$ cat src/rtl/ram_seq_ctrl.sv
// ram_seq_ctrl: FILL/SCAN sweep sequencer for a single-port RAM (2**ADDR_W x DATA_W).
// Build option RAM_SEQ_PATTERN_EN: FILL writes fill_data + address instead of a constant.
`default_nettype none

module ram_seq_ctrl #(
    parameter int ADDR_W = 5,
    parameter int DATA_W = 4,
    parameter int DWELL  = 25_000_000,
    parameter int RD_LAT = 1
) (
    input  logic              clock_i,
    input  logic              reset_i,
    input  logic              start_i,
    input  logic              mode_i,
    input  logic [DATA_W-1:0] fill_data_i,
    input  logic              abort_i,
    input  logic [DATA_W-1:0] q_i,
    output logic [ADDR_W-1:0] address_o,
    output logic [DATA_W-1:0] data_o,
    output logic              wren_o,
    output logic [DATA_W-1:0] rd_data_o,
    output logic [ADDR_W-1:0] rd_addr_o,
    output logic              rd_valid_o,
    output logic              busy_o,
    output logic              done_o
);

    localparam int                DW_W       = $clog2(DWELL + 1);
    localparam logic [ADDR_W-1:0] LAST_ADDR  = {ADDR_W{1'b1}};
    localparam logic [DW_W-1:0]   DWELL_LAST = DW_W'(DWELL - 1);
    localparam logic [DW_W-1:0]   RD_CAPTURE = DW_W'(RD_LAT);

    typedef enum logic [2:0] {
        S_IDLE       = 3'd0,
        S_FILL       = 3'd1,
        S_SCAN_ISSUE = 3'd2,
        S_SCAN_WAIT  = 3'd3,
        S_SCAN_HOLD  = 3'd4,
        S_DONE       = 3'd5
    } state_t;

    state_t            state_q, state_d;
    logic [ADDR_W-1:0] cnt_q, cnt_d;
    logic [DW_W-1:0]   dwell_q, dwell_d;
    logic [DATA_W-1:0] fill_q, fill_d;
    logic [DATA_W-1:0] rd_data_q, rd_data_d;
    logic [ADDR_W-1:0] rd_addr_q, rd_addr_d;
    logic              rd_valid_q, rd_valid_d;
    logic              active;
    logic [DATA_W-1:0] pattern;

`ifdef RAM_SEQ_PATTERN_EN
    assign pattern = fill_q + DATA_W'(cnt_q);
`else
    assign pattern = fill_q;
`endif

    always_ff @(posedge clock_i or posedge reset_i) begin
        if (reset_i) begin
            state_q    <= S_IDLE;
            cnt_q      <= '0;
            dwell_q    <= '0;
            fill_q     <= '0;
            rd_data_q  <= '0;
            rd_addr_q  <= '0;
            rd_valid_q <= 1'b0;
        end else begin
            state_q    <= state_d;
            cnt_q      <= cnt_d;
            dwell_q    <= dwell_d;
            fill_q     <= fill_d;
            rd_data_q  <= rd_data_d;
            rd_addr_q  <= rd_addr_d;
            rd_valid_q <= rd_valid_d;
        end
    end

    always_comb begin
        state_d    = state_q;
        cnt_d      = cnt_q;
        dwell_d    = dwell_q;
        fill_d     = fill_q;
        rd_data_d  = rd_data_q;
        rd_addr_d  = rd_addr_q;
        rd_valid_d = 1'b0;

        case (state_q)
            S_IDLE: begin
                if (start_i) begin
                    fill_d  = fill_data_i;
                    cnt_d   = '0;
                    dwell_d = '0;
                    state_d = mode_i ? S_SCAN_ISSUE : S_FILL;
                end
            end
            S_FILL: begin
                if (cnt_q == LAST_ADDR) state_d = S_DONE;
                else                    cnt_d   = cnt_q + 1'b1;
            end
            S_SCAN_ISSUE: begin
                dwell_d = dwell_q + 1'b1;
                state_d = S_SCAN_WAIT;
            end
            S_SCAN_WAIT: begin
                // dwell_q counts cycles since the address was issued, so it doubles as the read-latency timer
                dwell_d = dwell_q + 1'b1;
                if (dwell_q == RD_CAPTURE) begin
                    rd_data_d  = q_i;
                    rd_addr_d  = cnt_q;
                    rd_valid_d = 1'b1;
                    state_d    = S_SCAN_HOLD;
                end
            end
            S_SCAN_HOLD: begin
                if (dwell_q >= DWELL_LAST) begin
                    dwell_d = '0;
                    if (cnt_q == LAST_ADDR) begin
                        state_d = S_DONE;
                    end else begin
                        cnt_d   = cnt_q + 1'b1;
                        state_d = S_SCAN_ISSUE;
                    end
                end else begin
                    dwell_d = dwell_q + 1'b1;
                end
            end
            S_DONE: begin
                cnt_d   = '0;
                state_d = S_IDLE;
            end
            default: state_d = S_IDLE;
        endcase

        if (abort_i) begin
            state_d    = S_IDLE;
            cnt_d      = '0;
            dwell_d    = '0;
            fill_d     = fill_q;
            rd_data_d  = rd_data_q;
            rd_addr_d  = rd_addr_q;
            rd_valid_d = 1'b0;
        end
    end

    always_comb begin
        active     = (state_q == S_FILL) || (state_q == S_SCAN_ISSUE) ||
                     (state_q == S_SCAN_WAIT) || (state_q == S_SCAN_HOLD);
        address_o  = active ? cnt_q : '0;
        data_o     = (state_q == S_FILL) ? pattern : '0;
        wren_o     = (state_q == S_FILL) && !abort_i;
        busy_o     = active;
        done_o     = (state_q == S_DONE);
        rd_data_o  = rd_data_q;
        rd_addr_o  = rd_addr_q;
        rd_valid_o = rd_valid_q;
    end

endmodule

`default_nettype wire

$ cat config.mk
export PLATFORM = sky130hd
export DESIGN_NAME = ram_seq_ctrl
export DESIGN_NICKNAME = d
export VERILOG_FILES = /design/src/rtl/ram_seq_ctrl.sv
export SDC_FILE = /design/constraint.sdc
export NUM_CORES = 1
export LEC_CHECK = 0
export CELL_PAD_IN_SITES_DETAIL_PLACEMENT = 0
export CELL_PAD_IN_SITES_GLOBAL_PLACEMENT = 2
export CORE_ASPECT_RATIO = 1.2
export CORE_MARGIN = 4
export CORE_UTILIZATION = 31
export DETAILED_ROUTE_END_ITERATION = 8
export PLACE_DENSITY_LB_ADDON = 0.1
export SLEW_MARGIN = 20
export SYNTH_ARGS = -nofsm -noshare
export SYNTH_HDL_FRONTEND = slang
export SYNTH_SLANG_ARGS = --single-unit
$ cat constraint.sdc
create_clock -name clock_i -period 2.07 [get_ports clock_i]
set_input_delay 0.207 -clock clock_i [delete_from_list [all_inputs] [get_ports clock_i]]
set_output_delay 0.207 -clock clock_i [all_outputs]
set_load 0.02 [all_outputs]
==> key figures, run 1 <==
Global route
  • Global route overflow: 0
  • Vias in the first global route: between 2,000 and 3,000
  • Initial antenna violation count: 0
  • Largest net degree at the start of global routing: 25
  • All-layer global routing usage: 0.179
  • Global-route wire length before repair: 15.0 mm

Logic synthesis
  • Area contributors post-synth: dfrtp_1 (42%), mux2_2 (5.3%), a21oi_1 (3.8%)
  • Share of the synthesized area in the top cell type: 0.423
  • Largest area contributor in the netlist: dfrtp_1
  • Syn_nets: ~320
  • Post-synth EDFFs: 0
  • Syn. warnings: 0
  • Mapped Cells: 302
  • Distinct cells, synth: 53
  • Register bit total from synthesis: 47
  • Post-synth ARST share: 1.00
  • Synth Area per Inst: 9.20 µm²
  • Top_reg_cell synth: dfrtp_1
  • Seq/Total Area, Yosys: 0.423
  • Synth Cell Area: ~2800 µm²

Final layout
  • Share of post-route cells with drive strength above 1: 0.411
  • Most common cell after layout, fill and taps aside: buf_4
  • Final #Nets: 430
  • Non-filler cells, final: 531
  • Area Growth Syn to Fin: 58.3%
  • # diodes: 0
  • # fillers: 823
  • Final non-filler cell area: about 4400 µm²
  • Most frequent cells in the layout: buf_4 (70), dfrtp_1 (46), clkdlybuf4s50_1 (22)

Route
  • Vias per cell: 5.25
  • DR iter-0 viols: 117
  • Final ANT Viol Nets: 0
  • Drt pass-1 iters: 4
  • DRT Wirelength: 9.17 mm
  • # DRC: 0
  • Via count: roughly 2,800
  • Drt wl/cell: 17.3 µm

Clocking
  • Clk_lat worst skew: 300 ps
  • Cts hold-fix bufs: 0
  • TritonCTS Sinks: 47
  • Clock-pin transition on the worst setup and hold timing paths: ~90 ps
  • H-tree Lvls: 2
  • Num CTS Buffers: 5
  • Clock Tree Buf Depth: 2
  • Root Driver: clkbuf_8
  • TritonCTS clock tree: done

Power and ir drop
  • Worst VDD drop: between 400 and 500 µV
  • Pwr per Cell Area: 740 nW/µm²
  • Lkg Pwr: approximately 1.9 nW
  • Pwr Total: between 3 and 4 mW

Critical path
  • Max FO, Critical Path: 5
  • CP max-delay cell: or4_4
  • Worst Path Required: 2300 ps
  • Largest stage delay on the critical path: 570 ps
  • Crit-path leading delay family: simple AND/OR/NAND/NOR gates
  • Crit Path Class: reg -> reg
  • Arr. time, crit path: 2420 ps
  • Critical Path Start: dwell_q[10]
  • Critical path startpoint category: flip-flop
  • WP buf/inv: 1
  • Reg-to-reg slack, setup: -120 ps
  • R2r startpoint: dwell_q[10]
  • Critical path endpoint category: flip-flop
  • Critical path cell sequence: or4_4 > nor2_4 > a311oi_4 > buf_4 > o21a_4 > or3_4 > a21oi_2

Placed design
  • Dpl cell area: 3710 µm²
  • Placer Congestion: 0.827
  • Dpl ws: -205 ps
  • Hpwl dp: 6.28 mm
  • Cells after DPL: 497
  • Port bufs: 34

STA
  • Relative slew slack: 0.633
  • RSZ-0062 raised after global routing: true
  • Tcrit/Tclk final: 1.06
  • Tightest Pin Transition: 550 ps
  • Endpoints failing hold: 0
  • Final-report setup violation count: 28
  • Max Freq: 0.457 GHz
  • Final Critical Period: 2190 ps
  • Clk_skew: 7.26 ps
  • Slew Limit Fails: 0
  • Slack of the critical path: -118 ps

Flow run
  • Max cap viols: 0

Min path
  • HP Class: in -> async

Floorplan
  • Die footprint: 10,500 µm²
  • Core ar.: roughly 8700 µm²
  • Starting Density: 0.321
  • IO Pins: 35
  • Placement Rows: 37
  • Die Wd: 94.4 µm
  • Die H: 112 µm

Outcome
  • Run status: finished, violations left
  • Failing checks: negative setup slack
kinds of logic (layout without fill, tap and decap cells):
| kind of cell | Yosys count | in the layout | share of synthesized area |
|---|---|---|---|
| mux | 13 | 13 | 0.0527 |
| xor+xnor | 5 | 5 | 0.0158 |
| buf+inv | 26 | 137 | 0.0383 |
| compound gates | 74 | 75 | 0.176 |
| fa+ha+maj | 4 | 4 | 0.0180 |
| simple gates | 133 | 133 | 0.276 |
| flops | 47 | 47 | 0.423 |
stage by stage:
stage	TNS [ps]	util	hold slack (ps)
2_1_floorplan	-7.51	-	357
3_3_place_gp	-2680	0.428	479
3_5_place_dp	-3200	0.428	485
4_1_cts	-1240	0.468	285
5_1_grt	-4190	0.508	313
6_report	-1520	0.508	266
where the power goes:
part | switching, mW | internal, mW | total [mW] | leakage (nW)
logic | 0.765 | 0.620 | 1.38 | 1.21
clock network | 0.328 | 0.483 | 0.811 | 0.0654
registers | 0.0494 | 1.01 | 1.06 | 0.639
layer usage:
layer | vias up | GRT usage | wire length [µm]
met5 | - | 0 | 0
met4 | 0 | 0.0520 | 218
met3 | 18 | 0.0311 | 331
met2 | 59 | 0.303 | 4640
met1 | 1365 | 0.232 | 3980
li1 | 1347 | - | -
sequential cells by signal (all words and copies together), names as in the netlist:
name / flops
rd_valid_o: 1
dwell_q: 25
fill_q: 4
rd_data_o: 4
state_q: 3
rd_addr_o: 5
cnt_q: 5
area by class of cell:
type                       count  area, µm²  share of cell area
clock buffer                   6       72.6              0.0165
clock inverter                 2       60.1              0.0137
inverter                       7       26.3             0.00597
multi-input combinational    230       1860               0.423
sequential                    47       1180               0.268
tap                          117        146              0.0333
timing repair buffer         122       1060               0.240
Yosys cell counts, types with 5 or more instances:
cell	number
nor3_1	5
o21ai_0	16
clkbuf_1	12
or3_1	11
inv_1	7
a31oi_1	5
nand3_1	10
mux2_2	13
a21oi_1	21
nand3b_1	5
buf_2	7
nand4_1	13
nand2_1	19
and3_1	8
nor2_1	22
and2_1	13
nor2b_1	5
dfrtp_1	47
worst paths after layout:
path,to,cells after the start
min,fill_q[1],2
min in group clock_i,fill_q[1],1
max,dwell_q[17],7
min reg2reg,fill_q[1],1
max in group asynchronous,dwell_q[16],3
max reg2reg,dwell_q[17],7
repair_timing:
item | 4_1_cts | 5_1_grt
hold endpoints to repair | 0 | 0
buffers inserted | 14 | 11
endpoints found under the setup margin | 45 | 49
pin swaps | 19 | 18
gates cloned | 1 | 1
gates resized for setup | 39 | 78
(Power assumes the default switching activity.)
==> run 2, diff against run 1 <==
- REMOVE_ABC_BUFFERS: not set -> 1
==> run 2 against run 1 <==
Against the previous run:
- the flow still finishes with violations (negative setup slack)
- sequential power hardly changed
- first-iteration DRC count rose by 25%
- die area stayed put
- fmax is 2.0% higher
- power shrank 6.8%
- combinational power fell by 9%
==> key figures, run 2 (synthesis gave the netlist of run 1 again) <==
Route
  • DRT Wirelength: 8.88 mm
  • Vias per cell: ~5.3
  • Via count: 2,750
  • Final ANT Viol Nets: 0
  • # DRC: 0
  • Drt pass-1 iters: 4
  • DR iter-0 viols: 146
  • Drt wl/cell: approximately 17 µm

Placed design
  • Placer Congestion: 0.883
  • Dpl cell area: 3740 µm²
  • Cells after DPL: 503
  • Hpwl dp: 6.29 mm
  • Port bufs: 34

Clocking
  • Clk_lat worst skew: 300 ps
  • Root Driver: clkbuf_8
  • Clock-pin transition on the worst setup and hold timing paths: 90 ps
  • TritonCTS Sinks: 47
  • Cts hold-fix bufs: 0
  • TritonCTS clock tree: done
  • Num CTS Buffers: 5
  • H-tree Lvls: 2
  • Clock Tree Buf Depth: 2

Global route
  • Vias in the first global route: approximately 2,800
  • Initial antenna violation count: 0
  • All-layer global routing usage: 0.175
  • Largest net degree at the start of global routing: 48
  • Global route overflow: 0
  • Global-route wire length before repair: 14.7 mm

Floorplan
  • Die footprint: 10,500 µm²
  • Die H: 112 µm
  • Placement Rows: 37
  • Starting Density: 0.321
  • Core ar.: 8660 µm²
  • Die Wd: around 94 µm
  • IO Pins: 35

Critical path
  • Max FO, Critical Path: 5
  • Crit Path Class: reg -> reg
  • Reg2Reg Capture Point: dwell_q[13]
  • Arr. time, crit path: 2380 ps
  • CP max-delay cell: or4_4
  • Critical path endpoint category: flip-flop
  • R2r startpoint: dwell_q[7]
  • Most frequent cell on the critical path: buf_4
  • Worst Path Required: 2300 ps
  • Critical path cell sequence: or4_4 > nor2_4 > a311oi_4 > buf_4 > o21ai_4 > buf_6 > buf_4 > nand4b_1 > a21oi_1
  • Critical path startpoint category: flip-flop
  • Reg2Reg Depth: 9
  • Reg-to-reg slack, setup: -70 ps
  • Largest stage delay on the critical path: 570 ps

Final layout
  • Max FFs per register: 25
  • Biggest register: dwell_q
  • Final #Nets: 415
  • Most common cell after layout, fill and taps aside: buf_4
  • # diodes: 0
  • Non-filler cells, final: 516
  • Area Growth Syn to Fin: 46.5%
  • Final non-filler cell area: about 4000 µm²
  • Share of post-route cells with drive strength above 1: 0.338
  • Most frequent cells in the layout: buf_4 (62), dfrtp_1 (46), clkdlybuf4s50_1 (22)

STA
  • Slew Limit Fails: 0
  • Max Freq: 0.466 GHz
  • Final Critical Period: between 2000 and 2500 ps
  • Slack of the critical path: -74.4 ps
  • Final-report setup violation count: 31
  • Relative slew slack: 0.686
  • Clk_skew: slightly above 6 ps
  • Tightest Pin Transition: 471 ps
  • Tcrit/Tclk final: 1.04
  • RSZ-0062 raised after global routing: true
  • Endpoints failing hold: 0

Power and ir drop
  • Pwr Total: around 3.0 mW
  • Lkg Pwr: between 1.5 and 2 nW
  • Worst VDD drop: 482 µV
  • Pwr per Cell Area: between 700 and 800 nW/µm²

Outcome
  • Failing checks: negative setup slack
  • Run status: finished, violations left

Min path
  • HP Class: in -> async

Flow run
  • Max cap viols: 0
[run 2: cell count changes in the layout (fill, tap and decap cells not counted), sizes merged]
cell	before	now
clkbuf	16	14
bufinv	2	1
buf	88	73
clkinv	0	1
clkdlybuf4s15	0	2
[run 2: worst max path at each step]
| stage | start | to | slack, ps |
|---|---|---|---|
| after global placement | state_q[1] | dwell_q[24] | -230 |
| after CTS | state_q[1] | dwell_q[20] | -100 |
| final | dwell_q[7] | dwell_q[13] | -70 |
| after floorplan | dwell_q[7] | dwell_q[18] | -200 |
| after global routing | dwell_q[7] | dwell_q[13] | -180 |
| after detailed placement | state_q[1] | dwell_q[22] | -230 |
[run 2: worst max-delay path, delay by kind of cell, from the launching register on]
family / cells / cell delay [ps]
AND/OR/NAND/NOR: 3 / 820
buffers and inverters: 3 / 460
AO/OA/AOI/OAI: 3 / 410
flip-flops: 1 / 390
[run 2: final cells by class]
class / instances / area, µm²
Fill cell: 858 / 4590
Multi-Input combinational cell: 230 / 1690
Sequential cell: 47 / 1180
Timing Repair Buffer: 107 / 916
Tap cell: 117 / 146
Clock buffer: 6 / 82.6
Clock inverter: 2 / 35.0
Inverter: 7 / 26.3
[run 2: power by group]
part	internal, mW	switching [mW]
Clock	0.392	0.335
Combinational	0.534	0.713
Sequential	1.01	0.0487
Total	1.94	1.10
[run 2: metal layers]
layer	routed length [µm]	up-vias	global-route usage	share of wire
met1	3850	1349	0.223	0.43
met2	4530	66	0.298	0.51
met4	212	0	0.0607	0.024
met5	0	-	0	0
li1	-	1319	-	-
met3	292	16	0.0270	0.033
[run 2: through the flow]
stage,TNS [ps],hold slack [ps],util,worst slack (ps)
2_1_floorplan,-3010,270,-,-204
3_3_place_gp,-4560,480,0.432,-231
3_5_place_dp,-4560,488,0.432,-228
4_1_cts,-952,253,0.458,-104
5_1_grt,-4610,266,0.470,-179
6_report,-1120,254,0.470,-74.4
[run 2: repair_timing]
item	4_1_cts	5_1_grt
cloned	1	1
setup buffers	2	1
setup endpoints to repair	49	52
pin swaps	11	21
gates resized for setup	35	46
